### src/rtl/dtc_pulse_gen_if.sv
`default_nettype none
// ============================================================================
// Module  : dtc_pulse_gen_if
// Brief   : Start/running/ready handshake bundle for the DTC pulse generator.
// Rev     : 1.0  initial release
// ============================================================================
interface dtc_pulse_gen_if #(
  parameter int WIDTH = 8,
  parameter int REP_W = 4
);
  logic             start;
  logic [WIDTH-1:0] count_in;
  logic [REP_W-1:0] periods_in;
  logic             abort;
  logic             data_out;
  logic             running;
  logic             ready;

  // Requester side: issues start/abort with the run parameters.
  modport master (
    output start, count_in, periods_in, abort,
    input  data_out, running, ready
  );

  // Generator side.
  modport slave (
    input  start, count_in, periods_in, abort,
    output data_out, running, ready
  );
endinterface
`default_nettype wire

### src/rtl/dtc_pulse_gen.sv
`default_nettype none
// ============================================================================
// Module  : dtc_pulse_gen
// Brief   : Digital-to-time pulse generator. Converts an N-cycle count into a
//           single high pulse (K=0) or K periods of N-high/N-low square wave,
//           with a one-cycle ready strobe on completion.
// Rev     : 1.0  initial release
// ============================================================================
module dtc_pulse_gen #(
  parameter int WIDTH = 8,
  parameter int REP_W = 4
) (
  input  wire logic       clk,
  input  wire logic       rst,
  dtc_pulse_gen_if.slave  bus
);

  typedef enum logic [1:0] {
    ST_IDLE = 2'd0,
    ST_HIGH = 2'd1,
    ST_LOW  = 2'd2,
    ST_DONE = 2'd3
  } state_t;

  state_t           state_q,    state_d;
  logic [WIDTH-1:0] n_q,        n_d;        // latched phase length N
  logic [WIDTH-1:0] phase_q,    phase_d;    // cycles left in current phase, minus one
  logic [REP_W-1:0] period_q,   period_d;   // periods left; 0 in HIGH means single-pulse mode
  logic             data_out_q, data_out_d;
  logic             running_q,  running_d;
  logic             ready_q,    ready_d;

  // Next-state and registered-output decode; outputs are computed for the
  // state being entered so every port comes straight from a flop.
  always_comb begin
    state_d    = state_q;
    n_d        = n_q;
    phase_d    = phase_q;
    period_d   = period_q;
    data_out_d = 1'b0;
    running_d  = 1'b0;
    ready_d    = 1'b0;

    case (state_q)
      ST_IDLE: begin
        if (bus.start) begin
          n_d      = bus.count_in;
          period_d = bus.periods_in;
          if (bus.count_in == '0) begin
            // Zero-width request completes immediately without a pulse.
            state_d = ST_DONE;
            ready_d = 1'b1;
          end else begin
            state_d    = ST_HIGH;
            phase_d    = bus.count_in - WIDTH'(1);
            data_out_d = 1'b1;
            running_d  = 1'b1;
          end
        end
      end

      ST_HIGH: begin
        if (phase_q == '0) begin
          if (period_q == '0) begin
            state_d = ST_DONE;
            ready_d = 1'b1;
          end else begin
            state_d   = ST_LOW;
            phase_d   = n_q - WIDTH'(1);
            running_d = 1'b1;
          end
        end else begin
          phase_d    = phase_q - WIDTH'(1);
          data_out_d = 1'b1;
          running_d  = 1'b1;
        end
      end

      ST_LOW: begin
        if (phase_q == '0) begin
          period_d = period_q - REP_W'(1);
          if (period_q == REP_W'(1)) begin
            state_d = ST_DONE;
            ready_d = 1'b1;
          end else begin
            state_d    = ST_HIGH;
            phase_d    = n_q - WIDTH'(1);
            data_out_d = 1'b1;
            running_d  = 1'b1;
          end
        end else begin
          phase_d   = phase_q - WIDTH'(1);
          running_d = 1'b1;
        end
      end

      ST_DONE: begin
        // Start is deliberately ignored here, enforcing the DONE+IDLE gap.
        state_d = ST_IDLE;
      end

      default: begin
        state_d = ST_IDLE;
      end
    endcase

    // Abort cancels any active run outright; in IDLE it has nothing to cancel.
    if (bus.abort && (state_q != ST_IDLE)) begin
      state_d    = ST_IDLE;
      phase_d    = '0;
      period_d   = '0;
      data_out_d = 1'b0;
      running_d  = 1'b0;
      ready_d    = 1'b0;
    end
  end

  // State, counter and output registers with synchronous reset.
  always_ff @(posedge clk) begin
    if (rst) begin
      state_q    <= ST_IDLE;
      n_q        <= '0;
      phase_q    <= '0;
      period_q   <= '0;
      data_out_q <= 1'b0;
      running_q  <= 1'b0;
      ready_q    <= 1'b0;
    end else begin
      state_q    <= state_d;
      n_q        <= n_d;
      phase_q    <= phase_d;
      period_q   <= period_d;
      data_out_q <= data_out_d;
      running_q  <= running_d;
      ready_q    <= ready_d;
    end
  end

  assign bus.data_out = data_out_q;
  assign bus.running  = running_q;
  assign bus.ready    = ready_q;

endmodule
`default_nettype wire

### src/flat_wrapper.sv
// flat-port wrapper written by rule: the top's interface ports become plain ports
module dtc_pulse_gen_flat 
#(
  parameter int WIDTH = 8,
  parameter int REP_W = 4
)
  (clk, rst, bus_start, bus_count_in, bus_periods_in, bus_abort, bus_data_out, bus_running, bus_ready);
  dtc_pulse_gen_if #(.WIDTH(WIDTH), .REP_W(REP_W)) bus_i ();
  input  wire logic clk;
  input  wire logic rst;
  input wire logic [$bits(bus_i.start)-1:0] bus_start;
  input wire logic [$bits(bus_i.count_in)-1:0] bus_count_in;
  input wire logic [$bits(bus_i.periods_in)-1:0] bus_periods_in;
  input wire logic [$bits(bus_i.abort)-1:0] bus_abort;
  output wire logic [$bits(bus_i.data_out)-1:0] bus_data_out;
  output wire logic [$bits(bus_i.running)-1:0] bus_running;
  output wire logic [$bits(bus_i.ready)-1:0] bus_ready;
  assign bus_i.start = bus_start;
  assign bus_i.count_in = bus_count_in;
  assign bus_i.periods_in = bus_periods_in;
  assign bus_i.abort = bus_abort;
  assign bus_data_out = bus_i.data_out;
  assign bus_running = bus_i.running;
  assign bus_ready = bus_i.ready;
  dtc_pulse_gen #(.WIDTH(WIDTH), .REP_W(REP_W)) u_core (.clk(clk), .rst(rst), .bus(bus_i));
endmodule
### config.mk
export PLATFORM = sky130hd
export DESIGN_NAME = dtc_pulse_gen_flat
export DESIGN_NICKNAME = d
export VERILOG_FILES = /design/src/rtl/dtc_pulse_gen_if.sv /design/src/rtl/dtc_pulse_gen.sv /design/src/flat_wrapper.sv
export SDC_FILE = /design/constraint.sdc
export NUM_CORES = 1
export LEC_CHECK = 0
export CORE_MARGIN = 10
export CORE_UTILIZATION = 40
export CTS_CLUSTER_SIZE = 20
export DETAILED_ROUTE_END_ITERATION = 16
export MAX_ROUTING_LAYER = met4
export PLACE_DENSITY = 0.64
export SLEW_MARGIN = 20
export SYNTH_ARGS = -nofsm -noshare
export SYNTH_HDL_FRONTEND = slang
export SYNTH_SLANG_ARGS = --single-unit
### constraint.sdc
create_clock -name clk -period 6.05 [get_ports clk]
set_input_delay 0.605 -clock clk [delete_from_list [all_inputs] [get_ports clk]]
set_output_delay 0.605 -clock clk [all_outputs]
set_load 0.01 [all_outputs]
Word-level counts from Yosys, hierarchy flattened

Cells that the tools add are included.

$add $sub $neg: 4
Equality and inequality tests: 10
Multiplexer cells: 34
Reduce and logical (&&, ||, !) cells: 13

Operators by type and width:

| operator                                                                | number |
|---|---|
| 8-bit 2-to-1 mux                                                        | 6 |
| 8-bit one-hot mux with 3 select lines                                   | 1 |
| 8-bit by 1-bit subtractor with 8-bit output, second input constant      | 3 |
| 8-bit logical NOT                                                       | 2 |
| 1-bit 2-to-1 mux                                                        | 15 |
| 2-bit 2-to-1 mux                                                        | 5 |
| 1-bit one-hot mux with 3 select lines                                   | 3 |
| 4-bit 2-to-1 mux                                                        | 2 |
| 2-bit one-hot mux with 4 select lines                                   | 1 |
| 4-bit one-hot mux with 2 select lines                                   | 1 |
| 3-bit inequality test, second input constant                            | 2 |
| 3-bit AND reduction                                                     | 2 |
| 5-bit AND reduction                                                     | 1 |
| 2-bit == test, second input constant                                    | 2 |
| 4-bit by 1-bit == test with 1-bit output, second input constant         | 1 |
| 4-bit logical NOT                                                       | 1 |
| 2-bit by 1-bit inequality test with 1-bit output, second input constant | 2 |
| 2-bit inequality test, second input constant                            | 2 |
| 2-bit nonzero test                                                      | 2 |
| 4-bit by 1-bit subtractor with 4-bit output, second input constant      | 1 |
| 3-bit nonzero test                                                      | 1 |
| 2-bit by 1-bit == test with 1-bit output, second input constant         | 1 |
| 2-bit logical NOT                                                       | 1 |
| 2-bit AND reduction                                                     | 1 |
| other kinds (2)                                                         | 2 |

Register bits: 25
Bits of input ports: 16
Output and inout bits: 3
Word-level logic and storage cells: 68

Longest topological paths before layout

Depth in word-level cells: 4
Gate-level depth with buffers: 11
Gate-level depth less buffers: 9

Worst setup path before layout

Ideal clock, no wire load.

Path kind: register to register
From: reg u_core.state_q[0]
To: reg u_core.phase_q[6]
Setup time: 0.086 ns
Arrival time: 2.322 ns
Data required time: 5.964 ns
Setup slack: 3.642 ns
Cell stages (with the launch flop): 12
Buffers on the path: 2
Clock period less this slack: 2.408 ns
Path through: dfxtp_1 -> inv_1 -> ha_1 -> buf_6 -> clkbuf_1 -> and3_1 -> a221oi_1 -> ha_1 -> inv_1 -> nor3_1 -> xnor2_1 -> a211oi_1

Word-level cells in the longest chain between the ends: 3
Elaborated cells between the ends (all ways): 13
Classes of those cells: 6 x eq/ne; 1 x mux; 6 x reduce/logical

RTL lines:

| item                                                                       | line                 | source |
|---|---|---|
| from (decl)                                                                | dtc_pulse_gen.sv:25  | `state_t state_q, state_d;` |
| from (signal assigned)                                                     | dtc_pulse_gen.sv:129 | `state_q <= state_d;` |
| 2-bit == test (tied with other cells)                                      | dtc_pulse_gen.sv:44  | `case (state_q)` |
| 3-bit inequality test (no line) (tied with other cells)                    | n/a                  |  |
| 5-bit AND reduction (no line) / 2-bit OR reduction (equally long branches) | n/a                  |  |
| to (signal assigned)                                                       | dtc_pulse_gen.sv:131 | `phase_q <= phase_d;` |
| to (decl)                                                                  | dtc_pulse_gen.sv:27  | `logic [WIDTH-1:0] phase_q, phase_d;` |

Parallel ways exist; a longest one is shown, timed or not.
A chain may end at the register's enable or synchronous reset.

Worst setup path after layout

From: reg u_core.state_q[0]
To: reg u_core.phase_q[7]

The elaborated chain is that of the path after synthesis.

==> out/results.txt <==
The logs give 383 for the total of fill cells in the finished design and 0 for the number of antenna-violating nets in the routed design. Critical setup path kind: register to register. The run gives 1593 um2 as the mapped cell area. On the critical path, the stage with the largest delay is an instance of sky130_fd_sc_hd__ha_1.

Detailed routing inserted a total of 1,408 vias. The path class of the tightest hold or removal check is register to register. The critical path capture point was u_core.phase_q[7]$_SDFFE_PP0P_. Combinational logic is responsible for 59.4% of the overall power.

Using the TritonRoute via totals, the vias-per-cell ratio works out to 5.522. Across the whole layout, storage elements account for 500.5 um2. The relative contribution of the clock network to total power is 10.7%, and the fraction of the core area covered by cells at the end of the flow is 49.26%.

Power spread over the standard cell area amounts to 500.1 nW/um2. The tools report the footprint of the multi-input gates as 1017 um2. The worst register-to-register path begins at u_core.state_q[0]$_SDFFE_PP0P_. Total of endpoints with negative setup slack in the final report: 0. By area the synthesized netlist is led by sky130_fd_sc_hd__dfxtp_1, sky130_fd_sc_hd__ha_1, sky130_fd_sc_hd__nor2_1. For this design the top-level I/O count stands at 19. Once the floorplan was initialized, standard cells occupied 42.55% of the core.

The placer congestion estimate was 0.8905; the core area was 3744 um2. The setup skew after layout is 6.698 ps, and the maximum VDD drop is 0.1766 mV. Traced cell by cell, the critical path runs through inv_1, ha_1, mux2_2, a31oi_2, o211ai_2, nor4_2, xnor2_1, a211oi_2. Buffer type at the clock tree root: sky130_fd_sc_hd__clkbuf_8. Summed over all nets, the switching power comes to 431.8 uW. Synthesis produced a netlist whose cell count is 192.

Dividing the detail-routed wire length by the instance count gives 14.76 um. In this run the horizontal extent of the chip is 83.10 um. Largest fanout of any net on the critical path: 20.

The worst setup path is captured at a register. The post-cts repair resize count was 0; the H-tree level count was 1. The endpoint required time on the critical path is 6240 ps. The first global-routing pass estimated 6361 um of wire. After synthesis, the netlist uses 45 different library cells. The first TritonRoute pass finished after 4 iterations.

The flow ran to the end, and the final reports show no timing, DRC or antenna violations. The number of nets produced by synthesis came out at 217. After the first detailed-routing iteration, the DRC count stood at 104.

The count of input and output buffers is 18. The most critical setup path has its startpoint at u_core.state_q[0]$_SDFFE_PP0P_. 0 antenna diodes ended up in the layout. Detailed placement finished with a half-perimeter wire length of 2912 um. The top cell family by delay on the critical path was adder cells. Global routing consumed, over all layers together, 10.86% of the routing resources. The count of final hold-check violations was 0; the synthesized area per cell was 8.296 um2.

The worst path in the final design needs a cycle of 2685 ps, including I/O delays and setup. The logs give 2 for the deepest clock path buffer count and 0 for the count of unresolved DRC violations after routing. The number of buffers created by CTS is 3. The leakage component of the power was 0.6873 nW. STA classifies the critical path startpoint as a register. The number of enable-type register cells in the synthesized netlist came out at 0.

After clock tree synthesis, the setup repair step added 0 buffers. The total of hold buffers inserted after clock tree synthesis came out at 0. Post-synthesis sequential element count: 25. The cell accounting for the most synthesized area is sky130_fd_sc_hd__dfxtp_1. Wire length reported by the detailed router: 3764 um. In this run, flip-flops and latches consume 29.8% of the power. The largest incremental delay on the critical path is 670 ps.

The buffers plus inverters on the worst setup path is 1. STA puts the critical path data arrival time at 2880 ps. Max-cap violations in this run came to 0. The run gives 3370 ps as the setup slack of the most critical reg-to-reg path. The fraction of the cycle the final worst path needs was 44.38%.

Once layout is complete, the cells apart from fillers number 255. Cells with a size suffix above 1 make up 8.696% of the layout. Clock latency at the later pin of the worst-skew pair: 270 ps. In this run the biggest area consumer among cell types represents 31.42% of the synthesized area. For the worst flop-to-flop path, the logic depth is 8. The worst register-to-register path ends at u_core.phase_q[7]$_SDFFE_PP0P_. At the end of the flow, the number of nets in the layout was 233. The predominant post-synthesis flop cell was sky130_fd_sc_hd__dfxtp_1. Summing the sequential cell areas from Yosys gives 31.42% of the chip area. In this run the vertical extent of the chip is 83.10 um. The max-slew headroom at the worst pin was 59.80%; the CTS clock-pin slew for the worst setup and hold paths was 90 ps.

The floorplan has 22 rows. Clock tree synthesis found a total of 25 sinks. The critical path crosses 8 cells after its start point.

Net switching is 46.82% of the power. In the synthesized netlist the async set-or-reset flop fraction comes to 0%. The highest clock frequency the design can meet came out at 372.5 MHz. In the layout the commonest cells are sky130_fd_sc_hd__nor2_1, sky130_fd_sc_hd__dfxtp_1, sky130_fd_sc_hd__nand2_1.

The cell count after placement came out at 251. Entering global routing, the biggest net connects 21 pins. The Yosys step of the flow raised 0 warnings. Setup total negative slack on the finished layout was measured at 0 ps.

Summing all non-filler instances in the final layout gives an area of 1844 um2. Summed over all layers, the global routing overflow is 0. The number of global-route vias before repair was 1,368; the area after detailed placement was 1799 um2.

Setup repair after global routing left no endpoint under its margin. The internal portion of the total power is 490.5 uW. Number of slew-limit violations in the final report: 0. The tools report the number of antenna violations at the first check in global routing as 0. The die covers 6906 um2.

For the pin with the worst max-slew slack, the measured transition is 603.0 ps. Leaving out fill and tap cells, the most frequent cell in the layout is sky130_fd_sc_hd__nor2_1. The area overhead of the layout relative to synthesis works out to 15.79%.

TritonCTS built the clock tree.
[cells by family (layout without fill, tap and decap cells)]
group                      Yosys count  after routing  synth area share (%)
and+or+nand+nor                     75             75                 24.27
AOI/OAI and AO/OA                   55             55                 25.69
DFF                                 25             25                 31.42
buffers and inverters               17             32                 4.713
adders and majority gates            9              9                 7.070
xor gates and xnor gates             6              6                 3.299
muxes                                5              5                 3.535
[Yosys cell counts, types with 5 or more instances]
master,n
sky130_fd_sc_hd__nor3_1,5
sky130_fd_sc_hd__dfxtp_1,25
sky130_fd_sc_hd__nand2_1,20
sky130_fd_sc_hd__clkbuf_1,5
sky130_fd_sc_hd__a211oi_1,5
sky130_fd_sc_hd__a221oi_1,5
sky130_fd_sc_hd__ha_1,9
sky130_fd_sc_hd__nor2_1,28
sky130_fd_sc_hd__inv_1,9
sky130_fd_sc_hd__a21oi_1,16
sky130_fd_sc_hd__nor2b_1,5
sky130_fd_sc_hd__xnor2_1,6
[cell type report]
type | instances | area share (%)
Multi-Input combinational cell | 150 | 55.16
Sequential cell | 25 | 27.14
Timing Repair Buffer | 19 | 10.18
Tap cell | 48 | 3.256
Clock buffer | 4 | 2.442
Inverter | 9 | 1.832
[stage by stage]
stage	worst slack (ps)	hold slack [ps]	total power [mW]
CTS	3360	471.5	0.9221
finish	3365	472.1	0.9224
detailed placement	3417	459.5	0.8173
global placement	3511	447.1	0.8035
global route	3113	485.0	1.005
floorplan	3642	431.8	0.7101
[worst min-delay path, cell delays in order (launching register included)]
cell	delay, ps
sky130_fd_sc_hd__dfxtp_1	320
sky130_fd_sc_hd__nand2_1	50
sky130_fd_sc_hd__a21oi_1	50
[registers in the layout (all words and copies together) (netlist names)]
name	flops
u_core.bus.data_out	1
u_core.bus.ready	1
u_core.bus.running	1
u_core.n_q	8
u_core.period_q	4
u_core.phase_q	8
u_core.state_q	2
[routing by layer]
| metal | wire length, um | track usage (%) | up-vias |
|---|---|---|---|
| li1 | - | - | 723 |
| met1 | 1938 | 14.38 | 647 |
| met2 | 1626 | 15.85 | 34 |
| met3 | 134 | 1.367 | 4 |
| met4 | 65 | 5.077 | 0 |
| met5 | 0 | - | - |
[power by group through the flow]
stage	Clock, mW	Combinational, mW	Sequential [mW]
2_1_floorplan	0	0.445	0.265
3_3_place_gp	0	0.529	0.275
3_5_place_dp	0	0.541	0.276
4_1_cts	0.103	0.546	0.274
5_1_grt	0.109	0.614	0.282
6_report	0.0990	0.548	0.275
[worst min path at each step]
stage,start,endpoint,slack [ps],cells after the start
after floorplan,u_core.n_q[0]$_SDFFE_PP0P_,u_core.n_q[0]$_SDFFE_PP0P_,430,2
after global placement,u_core.n_q[4]$_SDFFE_PP0P_,u_core.n_q[4]$_SDFFE_PP0P_,450,2
after detailed placement,u_core.n_q[3]$_SDFFE_PP0P_,u_core.n_q[3]$_SDFFE_PP0P_,460,2
after CTS,u_core.n_q[3]$_SDFFE_PP0P_,u_core.n_q[3]$_SDFFE_PP0P_,470,2
after global routing,u_core.n_q[3]$_SDFFE_PP0P_,u_core.n_q[3]$_SDFFE_PP0P_,480,2
final,u_core.n_q[3]$_SDFFE_PP0P_,u_core.n_q[3]$_SDFFE_PP0P_,470,2
Power figures use the tool's default switching activity.
